[config.mk]
export PLATFORM = sky130hd
export DESIGN_NAME = packet_tx_framer_flat
export DESIGN_NICKNAME = d
export VERILOG_FILES = /design/src/rtl/packet_tx_framer_if.sv /design/src/rtl/packet_tx_framer.sv /design/src/flat_wrapper.sv
export SDC_FILE = /design/constraint.sdc
export NUM_CORES = 1
export LEC_CHECK = 0
export CAP_MARGIN = 20
export CORE_ASPECT_RATIO = 1.2
export CORE_MARGIN = 2
export CORE_UTILIZATION = 40
export DETAILED_ROUTE_END_ITERATION = 12
export DONT_BUFFER_PORTS = 1
export GPL_TIMING_DRIVEN = 0
export PLACE_DENSITY_LB_ADDON = 0.2
export SLEW_MARGIN = 20
export SYNTH_ARGS = -nofsm -noshare
export SYNTH_HDL_FRONTEND = slang
export SYNTH_SLANG_ARGS = --single-unit
[constraint.sdc]
create_clock -name clk -period 7.8 [get_ports clk]
set_clock_uncertainty 0.05 [all_clocks]
set_input_delay 1.17 -clock clk [delete_from_list [all_inputs] [get_ports clk]]
set_output_delay 1.17 -clock clk [all_outputs]
set_load 0.02 [all_outputs]
[src/rtl/packet_tx_framer_if.sv]
// Transmit word bus between the framer and the radio/CSMA stage.
// master drives tx_data/tx_valid/tx_last, slave drives tx_ready.
interface packet_tx_framer_if #(
  parameter int WORD_WIDTH = 16
);
  logic [WORD_WIDTH-1:0] tx_data;
  logic                  tx_valid;
  logic                  tx_last;
  logic                  tx_ready;

  modport master (
    output tx_data,
    output tx_valid,
    output tx_last,
    input  tx_ready
  );

  modport slave (
    input  tx_data,
    input  tx_valid,
    input  tx_last,
    output tx_ready
  );
endinterface

[src/rtl/packet_tx_framer.sv]
// Captures reward-block fields and streams header, payload, XOR checksum.
// Ports: clk/rst, reward_done+r* fields in, tx bus (master), busy,
// pkt_sent, drop_pulse, drop_count out.
module packet_tx_framer #(
  parameter int WORD_WIDTH = 16,
  parameter int CNT_WIDTH  = 8
) (
  input  logic                  clk,
  input  logic                  rst,
  input  logic [WORD_WIDTH-1:0] reward_done,
  input  logic [2:0]            rPacketType,
  input  logic [WORD_WIDTH-1:0] rSourceID,
  input  logic [WORD_WIDTH-1:0] rEnergyLeft,
  input  logic [WORD_WIDTH-1:0] rQValue,
  input  logic [WORD_WIDTH-1:0] rSourceHops,
  input  logic [WORD_WIDTH-1:0] rDestinationID,
  input  logic [WORD_WIDTH-1:0] rChosenCH,
  input  logic [WORD_WIDTH-1:0] rHopsFromCH,
  packet_tx_framer_if.master    tx,
  output logic                  busy,
  output logic                  pkt_sent,
  output logic                  drop_pulse,
  output logic [CNT_WIDTH-1:0]  drop_count
);

  typedef enum logic [1:0] {
    S_IDLE,
    S_HDR,
    S_PAY,
    S_CHK
  } state_t;

  // Shadow field slots
  localparam logic [2:0] F_SRC = 3'd0;
  localparam logic [2:0] F_EN  = 3'd1;
  localparam logic [2:0] F_Q   = 3'd2;
  localparam logic [2:0] F_SH  = 3'd3;
  localparam logic [2:0] F_DST = 3'd4;
  localparam logic [2:0] F_CCH = 3'd5;
  localparam logic [2:0] F_HCH = 3'd6;

  state_t                      state_q, state_d;
  logic [2:0]                  type_q, type_d;
  logic [6:0][WORD_WIDTH-1:0]  fld_q, fld_d;
  logic [2:0]                  idx_q, idx_d;
  logic [WORD_WIDTH-1:0]       chk_q, chk_d;
  logic [WORD_WIDTH-1:0]       data_q, data_d;
  logic                        valid_q, valid_d;
  logic                        last_q, last_d;
  logic                        sent_q, sent_d;
  logic                        drop_q, drop_d;
  logic [CNT_WIDTH-1:0]        cnt_q, cnt_d;

  logic                        strobe;
  logic                        hs;
  logic [7:0]                  len_w;
  logic [2:0]                  last_idx;
  logic [2:0]                  nxt_idx;
  logic [WORD_WIDTH-1:0]       acc;
  logic                        unused_rd;

  assign unused_rd = ^reward_done[WORD_WIDTH-1:1];

  function automatic logic [7:0] frame_len(input logic [2:0] t);
    case (t)
      3'b000:  frame_len = 8'd2;
      3'b010:  frame_len = 8'd3;
      3'b011:  frame_len = 8'd4;
      3'b100:  frame_len = 8'd2;
      3'b101:  frame_len = 8'd5;
      3'b110:  frame_len = 8'd5;
      default: frame_len = 8'd0;
    endcase
  endfunction

  function automatic logic [2:0] pay_field(
    input logic [2:0] t,
    input logic [2:0] i
  );
    pay_field = F_SRC;
    case (t)
      3'b000: if (i == 3'd1) pay_field = F_SH;
      3'b010:
        case (i)
          3'd1:    pay_field = F_CCH;
          3'd2:    pay_field = F_HCH;
          default: ;
        endcase
      3'b011:
        case (i)
          3'd1:    pay_field = F_DST;
          3'd2:    pay_field = F_EN;
          3'd3:    pay_field = F_Q;
          default: ;
        endcase
      3'b100: if (i == 3'd1) pay_field = F_DST;
      default:
        case (i)
          3'd1:    pay_field = F_DST;
          3'd2:    pay_field = F_EN;
          3'd3:    pay_field = F_Q;
          3'd4:    pay_field = F_SH;
          default: ;
        endcase
    endcase
  endfunction

  function automatic logic [WORD_WIDTH-1:0] hdr_word(input logic [2:0] t);
    hdr_word = '0;
    hdr_word[WORD_WIDTH-1 -: 3] = t;
    hdr_word[7:0] = frame_len(t);
  endfunction

  assign strobe = reward_done[0] &&
                  (rPacketType != 3'b001) &&
                  (rPacketType != 3'b111);
  assign hs       = valid_q && tx.tx_ready;
  assign len_w    = frame_len(type_q);
  assign last_idx = len_w[2:0] - 3'd1;
  assign nxt_idx  = idx_q + 3'd1;
  // Running checksum including the word being handed over now
  assign acc      = chk_q ^ data_q;

  always_comb begin
    state_d = state_q;
    type_d  = type_q;
    fld_d   = fld_q;
    idx_d   = idx_q;
    chk_d   = chk_q;
    data_d  = data_q;
    sent_d  = 1'b0;
    drop_d  = 1'b0;
    cnt_d   = cnt_q;

    unique case (state_q)
      S_IDLE: begin
        data_d = '0;
        if (strobe) begin
          type_d         = rPacketType;
          fld_d[F_SRC]   = rSourceID;
          fld_d[F_EN]    = rEnergyLeft;
          fld_d[F_Q]     = rQValue;
          fld_d[F_SH]    = rSourceHops;
          fld_d[F_DST]   = rDestinationID;
          fld_d[F_CCH]   = rChosenCH;
          fld_d[F_HCH]   = rHopsFromCH;
          chk_d          = '0;
          idx_d          = '0;
          data_d         = hdr_word(rPacketType);
          state_d        = S_HDR;
        end
      end
      S_HDR: begin
        if (hs) begin
          chk_d   = acc;
          idx_d   = '0;
          data_d  = fld_q[pay_field(type_q, 3'd0)];
          state_d = S_PAY;
        end
      end
      S_PAY: begin
        if (hs) begin
          chk_d = acc;
          if (idx_q == last_idx) begin
            data_d  = acc;
            state_d = S_CHK;
          end else begin
            idx_d  = nxt_idx;
            data_d = fld_q[pay_field(type_q, nxt_idx)];
          end
        end
      end
      S_CHK: begin
        if (hs) begin
          data_d  = '0;
          sent_d  = 1'b1;
          state_d = S_IDLE;
        end
      end
    endcase

    // Refusals never touch the in-flight frame
    if (strobe && (state_q != S_IDLE)) begin
      drop_d = 1'b1;
      if (cnt_q != '1) cnt_d = cnt_q + CNT_WIDTH'(1);
    end

    valid_d = (state_d != S_IDLE);
    last_d  = (state_d == S_CHK);
  end

  always_ff @(posedge clk) begin
    if (rst) begin
      state_q <= S_IDLE;
      type_q  <= '0;
      fld_q   <= '0;
      idx_q   <= '0;
      chk_q   <= '0;
      data_q  <= '0;
      valid_q <= 1'b0;
      last_q  <= 1'b0;
      sent_q  <= 1'b0;
      drop_q  <= 1'b0;
      cnt_q   <= '0;
    end else begin
      state_q <= state_d;
      type_q  <= type_d;
      fld_q   <= fld_d;
      idx_q   <= idx_d;
      chk_q   <= chk_d;
      data_q  <= data_d;
      valid_q <= valid_d;
      last_q  <= last_d;
      sent_q  <= sent_d;
      drop_q  <= drop_d;
      cnt_q   <= cnt_d;
    end
  end

  assign tx.tx_data  = data_q;
  assign tx.tx_valid = valid_q;
  assign tx.tx_last  = last_q;
  assign busy        = valid_q;
  assign pkt_sent    = sent_q;
  assign drop_pulse  = drop_q;
  assign drop_count  = cnt_q;

endmodule

[src/flat_wrapper.sv]
// flat-port wrapper written by rule: the top's interface ports become plain ports
module packet_tx_framer_flat 
#(
  parameter int WORD_WIDTH = 16,
  parameter int CNT_WIDTH  = 8
)
  (clk, rst, reward_done, rPacketType, rSourceID, rEnergyLeft, rQValue, rSourceHops, rDestinationID, rChosenCH, rHopsFromCH, busy, pkt_sent, drop_pulse, drop_count, tx_tx_data, tx_tx_valid, tx_tx_last, tx_tx_ready);
  packet_tx_framer_if #(.WORD_WIDTH(WORD_WIDTH)) tx_i ();
  input  logic clk;
  input  logic rst;
  input  logic [WORD_WIDTH-1:0] reward_done;
  input  logic [2:0] rPacketType;
  input  logic [WORD_WIDTH-1:0] rSourceID;
  input  logic [WORD_WIDTH-1:0] rEnergyLeft;
  input  logic [WORD_WIDTH-1:0] rQValue;
  input  logic [WORD_WIDTH-1:0] rSourceHops;
  input  logic [WORD_WIDTH-1:0] rDestinationID;
  input  logic [WORD_WIDTH-1:0] rChosenCH;
  input  logic [WORD_WIDTH-1:0] rHopsFromCH;
  output logic busy;
  output logic pkt_sent;
  output logic drop_pulse;
  output logic [CNT_WIDTH-1:0] drop_count;
  output wire logic [$bits(tx_i.tx_data)-1:0] tx_tx_data;
  output wire logic [$bits(tx_i.tx_valid)-1:0] tx_tx_valid;
  output wire logic [$bits(tx_i.tx_last)-1:0] tx_tx_last;
  input wire logic [$bits(tx_i.tx_ready)-1:0] tx_tx_ready;
  assign tx_tx_data = tx_i.tx_data;
  assign tx_tx_valid = tx_i.tx_valid;
  assign tx_tx_last = tx_i.tx_last;
  assign tx_i.tx_ready = tx_tx_ready;
  packet_tx_framer #(.WORD_WIDTH(WORD_WIDTH), .CNT_WIDTH(CNT_WIDTH)) u_core (.clk(clk), .rst(rst), .reward_done(reward_done), .rPacketType(rPacketType), .rSourceID(rSourceID), .rEnergyLeft(rEnergyLeft), .rQValue(rQValue), .rSourceHops(rSourceHops), .rDestinationID(rDestinationID), .rChosenCH(rChosenCH), .rHopsFromCH(rHopsFromCH), .tx(tx_i), .busy(busy), .pkt_sent(pkt_sent), .drop_pulse(drop_pulse), .drop_count(drop_count));
endmodule
==> results.md, run 1 <==
* H-tree depth at 4
* Core region area at 19400 µm²
* Worst-case reg-to-reg path depth at 9
* Reg2Reg Launch Point: u_core.state_q[0]
* Fin. Hold Viols at 0
* CP startpoint kind: primary input
* Vias in the first global route at 6645
* Final worst slack at 4.40 ns
* Post-DP HPWL at 19900 µm
* Hold_sp: u_core.fld_q[57]
* P_sw at 760 µW
* Largest net degree at the start of global routing at 17
* Synthesized area at 7880 µm²
* Most used DFF post-synth: dfxtp_1
* Worst EP required at 8.11 ns
* Cts hold-fix bufs at 0
* CTS tree: yes
* Final ANT Viol Nets at 0
* Int Power at 1530 µW
* Vias per cell at 5.70
* Worst Hold End: u_core.fld_q[57]
* Cell Rows at 56
* Slew headroom at 34.9%
* Placed Area at 8210 µm²
* Peak VDD IR at 0.184 mV
* Power share of the sequential group at 41.9%
* Comb pwr share at 20.1%
* Max Fclk at 0.294 GHz
* Diodes inserted at 0
* WL/cell at 20.3 µm
* Clock power share at 38.0%
* Reg2reg end: u_core.fld_q[15]
* Lkg Pwr at 0.00332 µW
* Worst-skew pair later-pin latency at 0.44 ns
* Worst hold margin at 0.403 ns
* Outcome: completed
* P per Cell Area at 260 nW/µm²
* Die area at 20800 µm²
* GP Congestion at 0.976
* RSZ-0062 raised after global routing: no
* Initial core utilization at 40.6%
* Area grow syn2layout at 11.7%
* IO Pins at 163
* Slew Viols, Final at 0
* Setup crit end kind: register
* Height of the die at 158 µm
* DRT Pass-1 Iters at 5
* Final-layout fill cell count at 2000
* Worst-margin pin slew at 0.972 ns
* CTS sink count at 164
* Setup violators final at 0
* Initial antenna violation count at 0
* Area of the multi-input gates at 4190 µm²
* Die width at 132 µm
* Total CTS buffers at 17
* Pre-CTS WS at 3.97 ns
* Post-Syn Area per Cell at 7.92 µm²
* Initial drt markers at 503
* Final instance area at 8800 µm²
* Post-synth EDFFs at 0
* Critical path arrival at 3.71 ns
* CTS resizes at 0
* Synthesis-stage register bit count at 164
* Total gr overflow at 0
* Reg area at 3280 µm²
* Power Total at 2290 µW
* Aggregate global-route resource usage at 24.9%
* Post-Syn Instances at 995
* IO Port Bufs at 0
* CP Max Fanout at 10
* Post-CTS setup buffers at 0
* Global-route wire length before repair at 39300 µm
* Crit Path Class: primary input to register
* Share of layout cells above drive strength 1 at 7.30%
* Final net count at 1158
* Reg2reg setup slack at 4.61 ns
* Clock Tree Buf Depth at 2
* Reg clk slew, reported paths at 0.07 ns
* Crit path time final at 3.40 ns
* Unique masters post-synth at 70
* Sw frac at 33.2%
* Vias at 7339
* Remaining DRCs at 0
* Post-Syn Nets at 1139
* Final wirelength at 26100 µm
* YS warnings at 0
* Worst hold path depth at 2
* CTS root buf: clkbuf_16
* Number of max-cap violations at 0
* Ys async rst share at 0%
* Sum of negative setup slack at 0 ns
* Worst min path class: register to register
* Seq/Total Area, Yosys at 41.7%
* Final worst-path cycle share at 43.6%
[routing by layer]
| metal | global-route usage [%] | wire length (µm) | up-vias | part of all wire, % |
|---|---|---|---|---|
| met3 | 6.63 | 2110 | 41 | 8.1 |
| li1 | - | - | 3520 | - |
| met2 | 41.3 | 12200 | 289 | 47 |
| met5 | 0 | 0 | - | 0 |
| met4 | 9.58 | 684 | 0 | 2.6 |
| met1 | 31.0 | 11100 | 3489 | 43 |
[synth_stat cells (all sizes together) (8+ instances only)]
master,n,area [µm²]
ha,10,125
a221oi,14,123
nand2,264,991
o32ai,9,78.8
nand3b,15,113
mux2i,21,210
inv,11,41.3
xor2,18,176
dfxtp,164,3280
a31oi,8,50.1
nand3,11,60.1
a32o,8,80.1
buf,24,161
mux2,13,150
and3,12,75.1
a21oi,157,797
nor3,18,101
clkbuf,52,195
o21ai,40,200
nor2,34,130
[state kept, by name, summed over array words and instances, names as in the netlist, 2 cells and up]
signal             cells
u_core.drop_count      8
u_core.idx_q           3
u_core.state_q         2
u_core.fld_q         112
u_core.type_q          3
u_core.chk_q          16
u_core.tx.tx_data     16
[power by group through the flow]
stage	combinational (µW)	sequential [µW]	clock (µW)
final	460	960	870
after global routing	504	965	913
after CTS	452	959	876
after detailed placement	449	978	0
after global placement	448	976	0
after floorplan	327	953	0
[how the worst max path moves through the flow]
stage / start / endpoint / slack (ns)
after CTS: rPacketType[1] / u_core.fld_q[15] / 4.42
after global routing: rPacketType[0] / u_core.fld_q[3] / 4.24
final: rPacketType[1] / u_core.fld_q[15] / 4.40
after global placement: rPacketType[1] / u_core.fld_q[15] / 3.91
after floorplan: rPacketType[1] / u_core.chk_q[4] / 4.90
after detailed placement: rPacketType[1] / u_core.fld_q[15] / 3.97
[layout by cell type, fill, tap and decap left out, types with 6 or more instances in the layout]
cell type  count
nor2_1        33
inv_1         11
a221oi_1      14
nand2_1      264
a22oi_1        7
a31oi_1        8
a21oi_1      156
nor3_1        17
buf_2          9
ha_1          10
mux2_2        12
mux2i_1       21
a32o_1         8
clkbuf_16     17
clkbuf_1      52
dfxtp_1      164
nand3_1       10
o21ai_0       36
buf_6          6
and3_1        12
o32ai_1        9
nand3b_1      15
xor2_1        17
[area by class of cell]
class / count / area share (%)
Tap cell: 261 / 3.71
Sequential cell: 164 / 37.3
Buffer: 76 / 4.05
Inverter: 13 / 0.554
Clock buffer: 17 / 4.83
Multi-Input combinational cell: 742 / 47.6
Clock inverter: 15 / 1.93
[per-stage QoR]
step / util, % / std cells
6_report: 45.4 / 1288
5_1_grt: 45.4 / 1288
4_1_cts: 45.4 / 1288
3_5_place_dp: 42.3 / 1256
3_3_place_gp: 42.3 / 1256
2_1_floorplan: - / 995
[kinds of logic (layout without fill, tap and decap cells)]
family / after synthesis / in the layout / synth area share [%]
AOI/OAI and AO/OA: 293 / 293 / 23.1
xor gates and xnor gates: 23 / 23 / 2.79
adders and majority gates: 10 / 10 / 1.59
buffers and inverters: 89 / 121 / 5.14
DFF: 164 / 164 / 41.7
muxes: 34 / 34 / 4.57
and+or+nand+nor: 382 / 382 / 21.2
[critical path: stages]
cell and delay, ns:
buf_2 0.20, xor2_1 0.25, o211a_1 0.19, clkbuf_1 0.54
buf_2 0.42, buf_1 0.56, nand2_1 0.22, a21oi_1 0.16
Note: power is estimated with default switching activity, not from simulation.
==> inputs of run 2 (changes only) <==
Clock period 7.8 ns to 3.4 ns, I/O delays scaled along.
==> results of run 2 <==
The final DEF is identical to that of run 1. Status: completed.
Among the figures that moved: setup slack after placement 3.97 ns -> 0.233 ns; setup slack after layout 4.40 ns -> 0.208 ns; hold slack 0.403 ns -> 0.150 ns; start point of the critical path rPacketType[1] -> u_core.state_q[0]; register-to-register setup slack 4.61 ns -> 0.21 ns; end point of the worst hold path u_core.fld_q[57] -> u_core.fld_q[16]; total power 2290 µW -> 5250 µW; worst IR drop on VDD 0.184 mV -> 0.421 mV
==> inputs of run 3 (changes only) <==
Settings changed: CTS_BUF_LIST set to sky130_fd_sc_hd__clkbuf_2, HOLD_SLACK_MARGIN set to 0.02.
==> run 3 against run 2 <==
  * Cell area up 9.3%
  * Core utilization up 4.2 points
  * Worst hold slack got worse by 0.080 ns
  * Wire length increased by 5.3%
  * First-iteration DRC count up 11%
  * Critical path depth is the same
  * Global-route usage is 1.2 points higher
  * Sequential share of layout area is 3.2 points lower
  * Die area stayed put
  * Largest cell class unchanged
  * Largest power group unchanged
  * Highest routed layer unchanged
==> results.md, run 3 (same netlist as run 1, synthesis figures left out) <==
* Outcome: completed (unchanged)
* Peak VDD IR at 0.273 mV (was 0.421 mV)
* WL/cell at 19.6 µm (was 20.3 µm)
* RSZ-0062 raised after global routing: no (unchanged)
* Reg clk slew, reported paths at 0.26 ns (was 0.07 ns)
* Setup violators final at 0 (unchanged)
* Final-layout fill cell count at 1913 (was 2000)
* Height of the die at 158 µm (unchanged)
* CTS sink count at 164 (unchanged)
* Hold_sp: reward_done[0] (was rEnergyLeft[0])
* CTS tree: yes (unchanged)
* Most frequent cells in the layout: 264 x nand2_1, 164 x dfxtp_1, 156 x a21oi_1 (unchanged)
* Worst-skew pair later-pin latency at 0.82 ns (was 0.44 ns)
* Max reg flops at 112 (unchanged)
* Initial antenna violation count at 1 (was 0)
* Final worst-path cycle share at 92.9% (was 93.9%)
* Slew Viols, Final at 0 (unchanged)
* P per Cell Area at 472 nW/µm² (was 597 nW/µm²)
* Die area at 20800 µm² (unchanged)
* P_sw at 1680 µW (was 1740 µW)
* Lkg Pwr at 0.00366 µW (was 0.00332 µW)
* Comb pwr share at 25.8% (was 20.1%)
* Commonest non-fill, non-tap cell in the layout: nand2_1 (unchanged)
* Share of layout cells above drive strength 1 at 6.65% (was 7.30%)
* Power share of the sequential group at 48.6% (was 41.9%)
* Worst min path class: primary input to register (unchanged)
* GP Congestion at 0.976 (unchanged)
* Sum of negative setup slack at 0 ns (unchanged)
* Vias in the first global route at 7307 (was 6645)
* Worst EP required at 4.00 ns (was 3.71 ns)
* IO Port Bufs at 0 (unchanged)
* DRT Pass-1 Iters at 5 (unchanged)
* Number of max-cap violations at 0 (unchanged)
* Int Power at 2860 µW (was 3510 µW)
* Crit Path Class: register to register (unchanged)
* Reg2reg end: u_core.tx.tx_data[11] (was u_core.fld_q[15])
* Initial drt markers at 559 (was 503)
* Final worst slack at 0.240 ns (was 0.208 ns)
* Reg2Reg Launch Point: u_core.idx_q[1] (was u_core.state_q[0])
* Worst hold path depth at 2 (unchanged)
* Critical path arrival at 3.76 ns (was 3.50 ns)
* IO Pins at 163 (unchanged)
* Final ANT Viol Nets at 0 (unchanged)
* Setup crit end kind: register (unchanged)
* CP Max Fanout at 10 (unchanged)
* Final wirelength at 27500 µm (was 26100 µm)
* Worst-margin pin slew at 1.04 ns (was 0.972 ns)
* Sw frac at 37.0% (was 33.2%)
* Slew headroom at 30.4% (was 34.9%)
* Vias at 7819 (was 7339)
* Remaining DRCs at 0 (unchanged)
* Total gr overflow at 0 (unchanged)
* Area grow syn2layout at 22.0% (was 11.7%)
* Worst hold margin at 0.0694 ns (was 0.150 ns)
* Clock power share at 25.6% (was 38.0%)
* Aggregate global-route resource usage at 26.1% (was 24.9%)
* Global-route wire length before repair at 41600 µm (was 39300 µm)
* Max Fclk at 0.316 GHz (was 0.313 GHz)
* Post-DP HPWL at 19900 µm (unchanged)
* Cell Rows at 56 (unchanged)
* Total CTS buffers at 17 (unchanged)
* Reg2reg setup slack at 0.24 ns (was 0.21 ns)
* Post-CTS setup buffers at 0 (unchanged)
* Initial core utilization at 40.6% (unchanged)
* Worst Hold End: u_core.drop_pulse (was u_core.fld_q[16])
* Worst-case reg-to-reg path depth at 9 (unchanged)
* Largest net degree at the start of global routing at 17 (unchanged)
* Final net count at 1273 (was 1158)
* H-tree depth at 4 (unchanged)
* CTS root buf: clkbuf_2 (was clkbuf_16)
* CP startpoint kind: register (unchanged)
* Vias per cell at 5.57 (was 5.70)
* Biggest register: u_core.fld_q (unchanged)
* Clock Tree Buf Depth at 2 (unchanged)
* Fin. Hold Viols at 0 (unchanged)
* Core region area at 19400 µm² (unchanged)
* Pre-CTS WS at 0.233 ns (unchanged)
* Die width at 132 µm (unchanged)
* Crit path time final at 3.16 ns (was 3.19 ns)
[run 3: cell types whose count changed in the layout (fill, tap and decap cells not counted), sizes merged]
| cell | before | now |
|---|---|---|
| dlygate4sd3 | 0 | 115 |
| buf | 24 | 23 |
| clkbuf | 69 | 70 |
| diode | 0 | 1 |
[run 3: worst max path at each step]
stage                            startpoint                    end  slack, ns  cells after the start
after floorplan             u_core.idx_q[1]   u_core.tx.tx_data[6]       0.81                      8
after global placement    u_core.state_q[0]       u_core.fld_q[15]       0.17                      9
after detailed placement     rPacketType[1]       u_core.fld_q[15]       0.23                      8
after CTS                 u_core.state_q[0]       u_core.fld_q[15]       0.19                      9
after global routing        u_core.idx_q[1]  u_core.tx.tx_data[11]       0.03                      9
final                       u_core.idx_q[1]  u_core.tx.tx_data[11]       0.24                      9
[run 3: per-layer routing]
| layer | vias to the layer above | wire length, µm | GRT usage (%) |
|---|---|---|---|
| met5 | - | 0 | 0 |
| met4 | 0 | 839 | 10.9 |
| met3 | 53 | 1760 | 5.12 |
| met2 | 316 | 13200 | 44.2 |
| met1 | 3695 | 11700 | 32.6 |
| li1 | 3755 | - | - |
[run 3: through the flow]
step	instance area (µm²)	power [µW]	instances	utilization, %
finish	9620	4540	1404	49.5
global route	9620	4750	1404	49.5
CTS	9610	4520	1403	49.5
detailed placement	8210	3270	1256	42.3
global placement	8210	3270	1256	42.3
floorplan	7880	2940	995	-
[run 3: final cells by class]
type	count	area, µm²	share of cell area, %
Tap cell	261	327	3.40
Clock inverter	15	170	1.77
Antenna cell	1	2.50	0.0260
Timing Repair Buffer	115	1150	12.0
Sequential cell	164	3280	34.1
Clock buffer	17	85.1	0.885
Multi-Input combinational cell	742	4190	43.6
Inverter	13	48.8	0.507
Buffer	76	358	3.72
[run 3: critical path: stages, from the launching register on]
cell and delay, ns:
dfxtp_1 0.47, inv_1 0.12, ha_1 0.30, and3b_1 0.25, o31ai_4 0.38, nand3_2 0.32, buf_6 0.27, mux2_2 0.29
a221oi_1 0.44, o32ai_1 0.13
[run 3: repair_timing]
action	in CTS	in global routing
gates resized for setup	0	1
endpoints found under the setup margin	0	1
hold endpoints to repair	116	0
hold buffers	115	0
[run 3: power groups by stage]
stage               registers, µW  clock network [µW]  logic (µW)
global placement             2240                   0        1030
global route                 2220                1250        1280
finish                       2210                1160        1170
detailed placement           2240                   0        1030
CTS                          2210                1170        1140
floorplan                    2190                   0         751
